File: src/rtl/line_length.sv
// Sliding-window line-length extractor: LL = sum of |x[n]-x[n-1]| over the last 2^WIN_LOG2 diffs.
// Optional output decimation is enabled by defining LL_DECIM_EN.
module line_length #(
  parameter int DATA_WIDTH = 16,
  parameter int WIN_LOG2   = 8,
  parameter int LL_WIDTH   = 25,
  parameter int DEC_LOG2   = 4
) (
  input  logic                         clk,
  input  logic                         rst_n,
  input  logic signed [DATA_WIDTH-1:0] din,
  input  logic                         din_valid,
  input  logic                         clear,
  output logic signed [LL_WIDTH-1:0]   ll_out,
  output logic                         ll_ready
);

  localparam int WIN = 1 << WIN_LOG2;
  localparam logic [WIN_LOG2:0] FILL_LAST = (WIN_LOG2 + 1)'(WIN - 1);

  if (LL_WIDTH < DATA_WIDTH + WIN_LOG2 + 1 || WIN_LOG2 < 1 || DEC_LOG2 < 1) begin : g_bad_params
    $error("line_length: illegal parameter combination");
  end

  typedef enum logic [1:0] {
    ST_EMPTY,
    ST_FILL,
    ST_RUN
  } state_t;

  state_t                         state_q, state_d;
  logic [WIN_LOG2-1:0]            wr_ptr_q, wr_ptr_d;
  logic [WIN_LOG2:0]              fill_cnt_q, fill_cnt_d;
  logic signed [DATA_WIDTH-1:0]   x_prev_q, x_prev_d;
  logic [LL_WIDTH-1:0]            acc_q, acc_d;

  logic                           s1_vld_q, s1_vld_d;
  logic                           s1_emit_q, s1_emit_d;
  logic [DATA_WIDTH-1:0]          s1_diff_q, s1_diff_d;
  logic [DATA_WIDTH-1:0]          s1_old_q, s1_old_d;
  logic [WIN_LOG2-1:0]            s1_ptr_q, s1_ptr_d;

  logic signed [LL_WIDTH-1:0]     ll_out_q, ll_out_d;
  logic                           ll_ready_q, ll_ready_d;

  logic [DATA_WIDTH-1:0]          diff_mem_q [WIN];
  logic                           mem_we;

`ifdef LL_DECIM_EN
  logic [DEC_LOG2-1:0]            dec_cnt_q, dec_cnt_d;
`endif

  logic signed [DATA_WIDTH:0]     delta;
  logic [DATA_WIDTH:0]            neg_delta;
  logic [DATA_WIDTH-1:0]          abs_delta;
  logic [LL_WIDTH-1:0]            acc_next;
  logic                           run_sample;

  // One extra bit keeps the difference exact across the full signed range.
  always_comb begin
    delta     = {din[DATA_WIDTH-1], din} - {x_prev_q[DATA_WIDTH-1], x_prev_q};
    neg_delta = -delta;
    abs_delta = delta[DATA_WIDTH] ? neg_delta[DATA_WIDTH-1:0] : delta[DATA_WIDTH-1:0];
  end

  always_comb begin
    state_d    = state_q;
    wr_ptr_d   = wr_ptr_q;
    fill_cnt_d = fill_cnt_q;
    x_prev_d   = x_prev_q;
    s1_vld_d   = 1'b0;
    s1_emit_d  = 1'b0;
    s1_diff_d  = abs_delta;
    s1_old_d   = diff_mem_q[wr_ptr_q];
    s1_ptr_d   = wr_ptr_q;
    run_sample = 1'b0;
`ifdef LL_DECIM_EN
    dec_cnt_d  = dec_cnt_q;
`endif

    if (clear) begin
      state_d    = ST_EMPTY;
      wr_ptr_d   = '0;
      fill_cnt_d = '0;
      x_prev_d   = '0;
`ifdef LL_DECIM_EN
      dec_cnt_d  = '0;
`endif
    end else if (din_valid) begin
      s1_vld_d = 1'b1;
      x_prev_d = din;
      wr_ptr_d = wr_ptr_q + 1'b1;
      unique case (state_q)
        ST_EMPTY: begin
          s1_diff_d  = '0;
          s1_old_d   = '0;
          fill_cnt_d = (WIN_LOG2 + 1)'(1);
          state_d    = ST_FILL;
        end
        ST_FILL: begin
          // Buffer is never reset, so stale slots must be masked until the window is full.
          s1_old_d   = '0;
          fill_cnt_d = fill_cnt_q + 1'b1;
          if (fill_cnt_q == FILL_LAST) begin
            state_d    = ST_RUN;
            run_sample = 1'b1;
          end
        end
        ST_RUN: run_sample = 1'b1;
        default: state_d = ST_EMPTY;
      endcase
`ifdef LL_DECIM_EN
      if (run_sample) begin
        s1_emit_d = (dec_cnt_q == '0);
        dec_cnt_d = dec_cnt_q + 1'b1;
      end
`else
      s1_emit_d = run_sample;
`endif
    end
  end

  always_comb begin
    acc_d      = acc_q;
    ll_ready_d = 1'b0;
    ll_out_d   = ll_out_q;
    acc_next   = acc_q + {{(LL_WIDTH - DATA_WIDTH){1'b0}}, s1_diff_q}
                       - {{(LL_WIDTH - DATA_WIDTH){1'b0}}, s1_old_q};
    mem_we     = s1_vld_q && !clear;

    if (clear) begin
      acc_d = '0;
    end else if (s1_vld_q) begin
      acc_d = acc_next;
      if (s1_emit_q) begin
        ll_ready_d = 1'b1;
        ll_out_d   = $signed(acc_next);
      end
    end
  end

  always_ff @(posedge clk or negedge rst_n) begin
    if (!rst_n) begin
      state_q    <= ST_EMPTY;
      wr_ptr_q   <= '0;
      fill_cnt_q <= '0;
      x_prev_q   <= '0;
      acc_q      <= '0;
      s1_vld_q   <= 1'b0;
      s1_emit_q  <= 1'b0;
      s1_diff_q  <= '0;
      s1_old_q   <= '0;
      s1_ptr_q   <= '0;
      ll_out_q   <= '0;
      ll_ready_q <= 1'b0;
    end else begin
      state_q    <= state_d;
      wr_ptr_q   <= wr_ptr_d;
      fill_cnt_q <= fill_cnt_d;
      x_prev_q   <= x_prev_d;
      acc_q      <= acc_d;
      s1_vld_q   <= s1_vld_d;
      s1_emit_q  <= s1_emit_d;
      s1_diff_q  <= s1_diff_d;
      s1_old_q   <= s1_old_d;
      s1_ptr_q   <= s1_ptr_d;
      ll_out_q   <= ll_out_d;
      ll_ready_q <= ll_ready_d;
    end
  end

`ifdef LL_DECIM_EN
  always_ff @(posedge clk or negedge rst_n) begin
    if (!rst_n) dec_cnt_q <= '0;
    else        dec_cnt_q <= dec_cnt_d;
  end
`endif

  always_ff @(posedge clk) begin
    if (mem_we) diff_mem_q[s1_ptr_q] <= s1_diff_q;
  end

  assign ll_out   = ll_out_q;
  assign ll_ready = ll_ready_q;

endmodule
File: config.mk
export PLATFORM = sky130hd
export DESIGN_NAME = line_length
export DESIGN_NICKNAME = d
export VERILOG_FILES = /design/src/rtl/line_length.sv
export SDC_FILE = /design/constraint.sdc
export NUM_CORES = 2
export LEC_CHECK = 0
export CAP_MARGIN = 15
export CORE_MARGIN = 4
export CORE_UTILIZATION = 25
export CTS_CLUSTER_SIZE = 25
export DETAILED_ROUTE_END_ITERATION = 16
export GPL_TIMING_DRIVEN = 0
export SLEW_MARGIN = 20
export SYNTH_ARGS = -nofsm -noshare
export SYNTH_HDL_FRONTEND = slang
export SYNTH_SLANG_ARGS = --single-unit
File: constraint.sdc
create_clock -name clk -period 7.25 [get_ports clk]
set_input_delay 1.0875 -clock clk [delete_from_list [all_inputs] [get_ports clk]]
set_output_delay 1.0875 -clock clk [all_outputs]
set_load 0.02 [all_outputs]
Word level (Yosys, flattened, before mapping)

Memories as Yosys holds them, arrays and structs flattened.
Index checks and enable logic that the tools add are counted.

Memory bits (writable): 4096
Memory bits (read-only): 0
Latch bits: 0
Logic and storage cells: 66
Register bits after elaboration: 128
Memories kept: 1
Input port bits: 20

Multiplexer cells: 31
Bitwise gates (word level): 1
Reductions and logical operators: 10
Equality and inequality tests: 5
Shift-type cells: 0
Order comparisons: 0
Multiply operators: 0
Div/mod/pow operators: 0
$add $sub $neg: 6

Memories:

| name       | depth | bits a word | rd ports | clocked after memory_dff | wr ports | RTL line | RTL |
|---|---|---|---|---|---|---|---|
| diff_mem_q | 256   | 16          | 1        | 0                        | 1        | 46       | `logic [DATA_WIDTH-1:0] diff_mem_q [WIN];` |

Operators with widths:

| cell                | count |
|---|---|
| $mux 16             | 9 |
| $mux 25             | 2 |
| $add 25x16->25      | 1 |
| $sub 25x16->25      | 1 |
| $mux 9              | 2 |
| $pmux 9 s2          | 1 |
| $sub 16x16->17      | 1 |
| $mux 8              | 2 |
| $neg 16->16         | 1 |
| $mux 1              | 10 |
| $add 9x1->9 const B | 1 |
| $eq 9x8->1 const B  | 1 |
| $add 8x1->8 const B | 1 |
| $mux 2              | 3 |
| $pmux 2 s3          | 1 |
| $reduce_and 3->1    | 2 |
| $reduce_bool 2->1   | 2 |
| $ne 3x3->1 const B  | 1 |
| $reduce_bool 3->1   | 1 |
| $eq 2x1->1 const B  | 1 |
| $eq 2x2->1 const B  | 1 |
| $logic_not 2->1     | 1 |
| $ne 2x2->1 const B  | 1 |
| $pmux 1 s2          | 1 |
| other kinds (5)     | 5 |

Depth between registers and ports, before layout

Depth in word-level cells: 6
Gate-level depth with buffers: 14
Mapped depth without buffers: 14

Least setup slack after synthesis

OpenSTA, ideal clock, no wires.

Path type: register to register
Start point: register s1_diff_q[3]
End point: register acc_q[23]
Path buffers: 0
Data required time: 7146 ps
Path slack: 519 ps
Data arrival time: 6627 ps
Cell stages (with the launch flop): 13
Cell sequence: dfrtp_1 -> inv_1 -> fa_1 -> inv_1 -> ha_1 -> or3_1 -> o221a_1 -> a311o_1 -> o22ai_2 -> o221ai_2 -> a221o_1 -> or4b_1 -> o311ai_1

Cells in the longest elaborated chain, start to end: 4

RTL lines:

| element                  | RTL line | RTL |
|---|---|---|
| start: declaration       | 39       | `logic [DATA_WIDTH-1:0] s1_diff_q, s1_diff_d;` |
| start signal: assignment | 164      | `s1_diff_q <= s1_diff_d;` |
| $add 25x16->25           | 127      | `acc_next = acc_q + {{(LL_WIDTH - DATA_WIDTH){1'b0}}, s1_diff_q}` |
| $sub 25x16->25           | 128      | `- {{(LL_WIDTH - DATA_WIDTH){1'b0}}, s1_old_q};` |
| $mux 25                  | 133      | `end else if (s1_vld_q) begin` |
| $mux 25                  | 131      | `if (clear) begin` |
| end signal: assignment   | 148      | `acc_q <= '0;` |
| end signal: assignment   | 161      | `acc_q <= acc_d;` |
| end: declaration         | 35       | `logic [LL_WIDTH-1:0] acc_q, acc_d;` |

No other way between the ends. The select of a mux whose other input is x is not followed.
A chain may end at the register's enable or synchronous reset.

Worst setup path in the final report

Start point: register wr_ptr_q[1], in the netlist s1_ptr_d[1]
End point: register s1_old_q[7]

Cells in the longest elaborated chain, start to end: 4

RTL lines:

| element                  | RTL line | RTL |
|---|---|---|
| start: declaration       | 32       | `logic [WIN_LOG2-1:0] wr_ptr_q, wr_ptr_d;` |
| start signal: assignment | 158      | `wr_ptr_q <= wr_ptr_d;` |
| $mem_v2 256x16 (*)       | n/a      |  |
| $mux 16                  | 93       | `unique case (state_q)` |
| $mux 16                  | 89       | `end else if (din_valid) begin` |
| $mux 16 (*)              | 81       | `if (clear) begin` |
| net s1_old_d[7]          | 40       | `logic [DATA_WIDTH-1:0] s1_old_q, s1_old_d;` |
| end signal: assignment   | 165      | `s1_old_q <= s1_old_d;` |
| end: declaration         | 40       |  |

The timed path passes the listed nets; every way through them passes the cells marked *.

==> impl_metrics.csv <==
group,metric,value,unit
outcome,status,"complete, no violations",
timing,period_share,85.5,%
synthesis,yosysWarnings,0,
critical_path,end_kind,"flop",
routing,vias_per_cell,4.73,
routing,drtIter0Drc,11500,
synthesis,yosysUniqueCellTypes,63,
clock_network,numCtsBuffers,409,
critical_path,cp.required,7940,ps
critical_path,critPathLaunchType,"flop",
placement,gp_congestion,0.854,
worst_hold_path,holdCritPathClass,"reg -> reg",
synthesis,synth_cells,7031,
timing,worst_slack,1050,ps
routing,wl_per_cell,27.3,µm
routing,dr_wl_met3,46.0,mm
clock_network,ctsLongestPathBuffers,4,
placement,dpl.hpwl,317,mm
clock_network,worstSkewPairLatency,1040,ps
global_routing,gr-usage-all-layers,13.2,%
routing,wl_met1,187,mm
pwr,vdd_drop_max,0.000219,V
critical_path,critical_path.max_fanout,10,
finish,synthToLayoutAreaGrowth,18.4,%
global_routing,antenna_found_initial,30,
clock_network,root_buffer,"clkbuf_16",
synthesis,yosys.area.top_type_share,74.9,%
floorplanning,start_util,25.1,%
routing,dr_wl_met2,209,mm
clock_network,clkTransAtPathRegs,70,ps
floorplanning,row_count,297,
synthesis,synth_edf_count,4096,
finish,final_area,0.194,mm²
synthesis,syn_area,0.164,mm²
finish,nets,7846,
global_routing,grt_max_degree,80,
routing,top_layer,"met5",
critical_path,startpoint,"s1_ptr_d[1]",
timing,tightest_slew,1220,ps
timing,setup_viol,0,
synthesis,yosysTopAreaCell,"edfxtp_1",
timing,fin_skew,110,ps
placement,io_buffers,44,
floorplanning,design.portCount,46,
critical_path,r2r_slack,1050,ps
routing,post-route-drc-count,0,
finish,post-route-util,29.7,%
pwr,p_leak,58.2,nW
clock_network,cts.sinks,4224,
placement,place_ws,1240,ps
clock_network,postCtsSetupRepairBufs,0,
timing,fmax,0.161,GHz
synthesis,seq_area_frac_synth,76.8,%
routing,wirelength,457,mm
finish,drive_gt1_share,32.9,%
global_routing,grt_pass1_vias,78100,
routing,drtAntennaViolNets,0,
routing,drt-pass1-iter-count,6,
floorplanning,core-area,0.654,mm²
clock_network,cts_tree,"built",
synthesis,ys.flop_type,"edfxtp_1",
synthesis,async_flop_share,3.03,%
floorplanning,dieWidth,819,µm
floorplanning,die_y,819,µm
pwr,p_per_area,297,mW/mm²
synthesis,syn_avg_cell_area,23.4,µm²
routing,vias,79300,
floorplanning,die_area,0.670,mm²
global_routing,overflow,0,
synthesis,synth_seq_cells,4224,
critical_path,crit_arrival,6890,ps
critical_path,r2r_start,"s1_ptr_d[1]",
timing,maxSlewViolCount,0,
synthesis,syn_nets,7117,
global_routing,grt_pass1_wl,636,mm
placement,place_inst,16000,
worst_hold_path,hp-start,"s1_ptr_d[3]",
timing,finalHoldViolations,0,
finish,stdcell_count,16800,
timing,finalCriticalPeriod,6200,ps
job,max_cap_violations,0,
placement,dpl_cell_area,0.181,mm²
timing,worst_hold_slack,391,ps
clock_network,htreeDepth,5,
synthesis,synth_area_leaders,"edfxtp_1 75%, mux4_2 18%, dfrtp_1 1.9%",
timing,relSlewSlack,18.5,%
timing,rsz0062_at_grt,"false",
critical_path,crit_type,"reg -> reg",
-- Yosys cell counts (all sizes together), types with 36 or more instances --
master / n
nand3: 41
buf: 156
a21oi: 49
ha: 49
mux4: 1327
dfrtp: 128
mux2i: 88
nor2b: 36
clkbuf: 224
o21ai: 44
edfxtp: 4096
nand2: 71
nor2: 360
inv: 103
-- critical path, cell delays in order (launching register included) --
cell      delay, ps
dfrtp_1         390
clkbuf_1        160
buf_2           550
clkbuf_2        640
clkbuf_1        950
mux4_2          460
mux4_2          620
mux4_2          600
mux2i_1         920
o22ai_1         550
-- placed cells by master (no fill, tap or decap), types with 43 or more instances in the layout --
cell type / Yosys / routed
clkinv_1: 1 / 89
buf_2: 100 / 113
clkbuf_2: 0 / 77
ha_1: 49 / 49
buf_6: 0 / 111
dfrtp_1: 128 / 112
clkdlybuf4s50_1: 0 / 43
o21ai_0: 44 / 43
inv_1: 103 / 103
mux4_2: 1327 / 1327
nor2_4: 0 / 75
a21oi_1: 49 / 49
nor2_2: 0 / 181
nand2_1: 71 / 71
mux2i_1: 88 / 81
buf_8: 0 / 74
buf_16: 0 / 60
nor2_1: 360 / 104
clkinv_2: 0 / 71
clkbuf_1: 224 / 249
clkbuf_16: 0 / 410
edfxtp_1: 4096 / 4096
-- what timing repair did --
action / 4_1_cts / 5_1_grt
hold buffers: 1 / 0
resized for setup: 0 / 0
endpoints found under the hold margin: 10 / 0
-- metrics by stage --
| stage | total power, W | TNS, ps |
|---|---|---|
| 6_report | 0.0577 | 0 |
| 5_1_grt | 0.0595 | 0 |
| 4_1_cts | 0.0579 | 0 |
| 3_5_place_dp | 0.0372 | 0 |
| 3_3_place_gp | 0.0376 | -5966740 |
| 2_1_floorplan | 0.0339 | 0 |
-- state kept, by name (all words and copies together) (netlist names) --
name	flops
x_prev_q	16
fill_cnt_q	9
s1_ptr_q	8
s1_emit_q	1
ll_out	25
ll_ready	1
s1_vld_q	1
diff_mem_q	4096
state_q	2
s1_diff_q	16
s1_ptr_d	8
s1_old_q	16
acc_q	25
-- worst paths after layout --
path,end,cells past startpoint
min,s1_ptr_q[3],0
min reg2reg,s1_ptr_q[3],0
max,s1_old_q[7],9
max in group asynchronous,s1_diff_q[13],3
max reg2reg,s1_old_q[7],9
min in group asynchronous,ll_ready,2
-- metal layers --
layer	up-vias	GRT usage [%]
met5	-	0
met4	2	4.10
met3	702	3.32
met2	3946	20.4
met1	43300	18.5
li1	31400	-
-- report_power, final --
part	total [W]	internal, W	leakage (nW)	switching [W]
logic	0.00759	0.00253	13.1	0.00506
registers	0.0291	0.0287	38.7	0.000371
clock network	0.0210	0.0116	6.34	0.00934
-- cell families (layout without fill, tap and decap cells) --
logic type | count (synthesis) | count (layout) | share of synthesized area [%]
flip-flops | 4224 | 4224 | 76.8
other | 0 | 3 | 0
buffers and inverters | 484 | 1554 | 1.18
AND/OR/NAND/NOR | 573 | 573 | 1.51
XOR/XNOR | 48 | 48 | 0.256
AO/OA/AOI/OAI | 208 | 208 | 0.826
adder cells (fa/ha/maj) | 66 | 66 | 0.580
multiplexers | 1428 | 1428 | 18.8
-- cell type report --
class | count | area, µm²
Inverter | 104 | 390
Antenna cell | 3 | 7.51
Clock buffer | 518 | 10700
Timing Repair Buffer | 318 | 5030
Fill cell | 62500 | 460000
Buffer | 380 | 1680
Multi-Input combinational cell | 2323 | 37200
Clock inverter | 234 | 2290
Sequential cell | 4224 | 126000
Tap cell | 8671 | 10800
No activity file was read; power rests on OpenSTA's default activity.
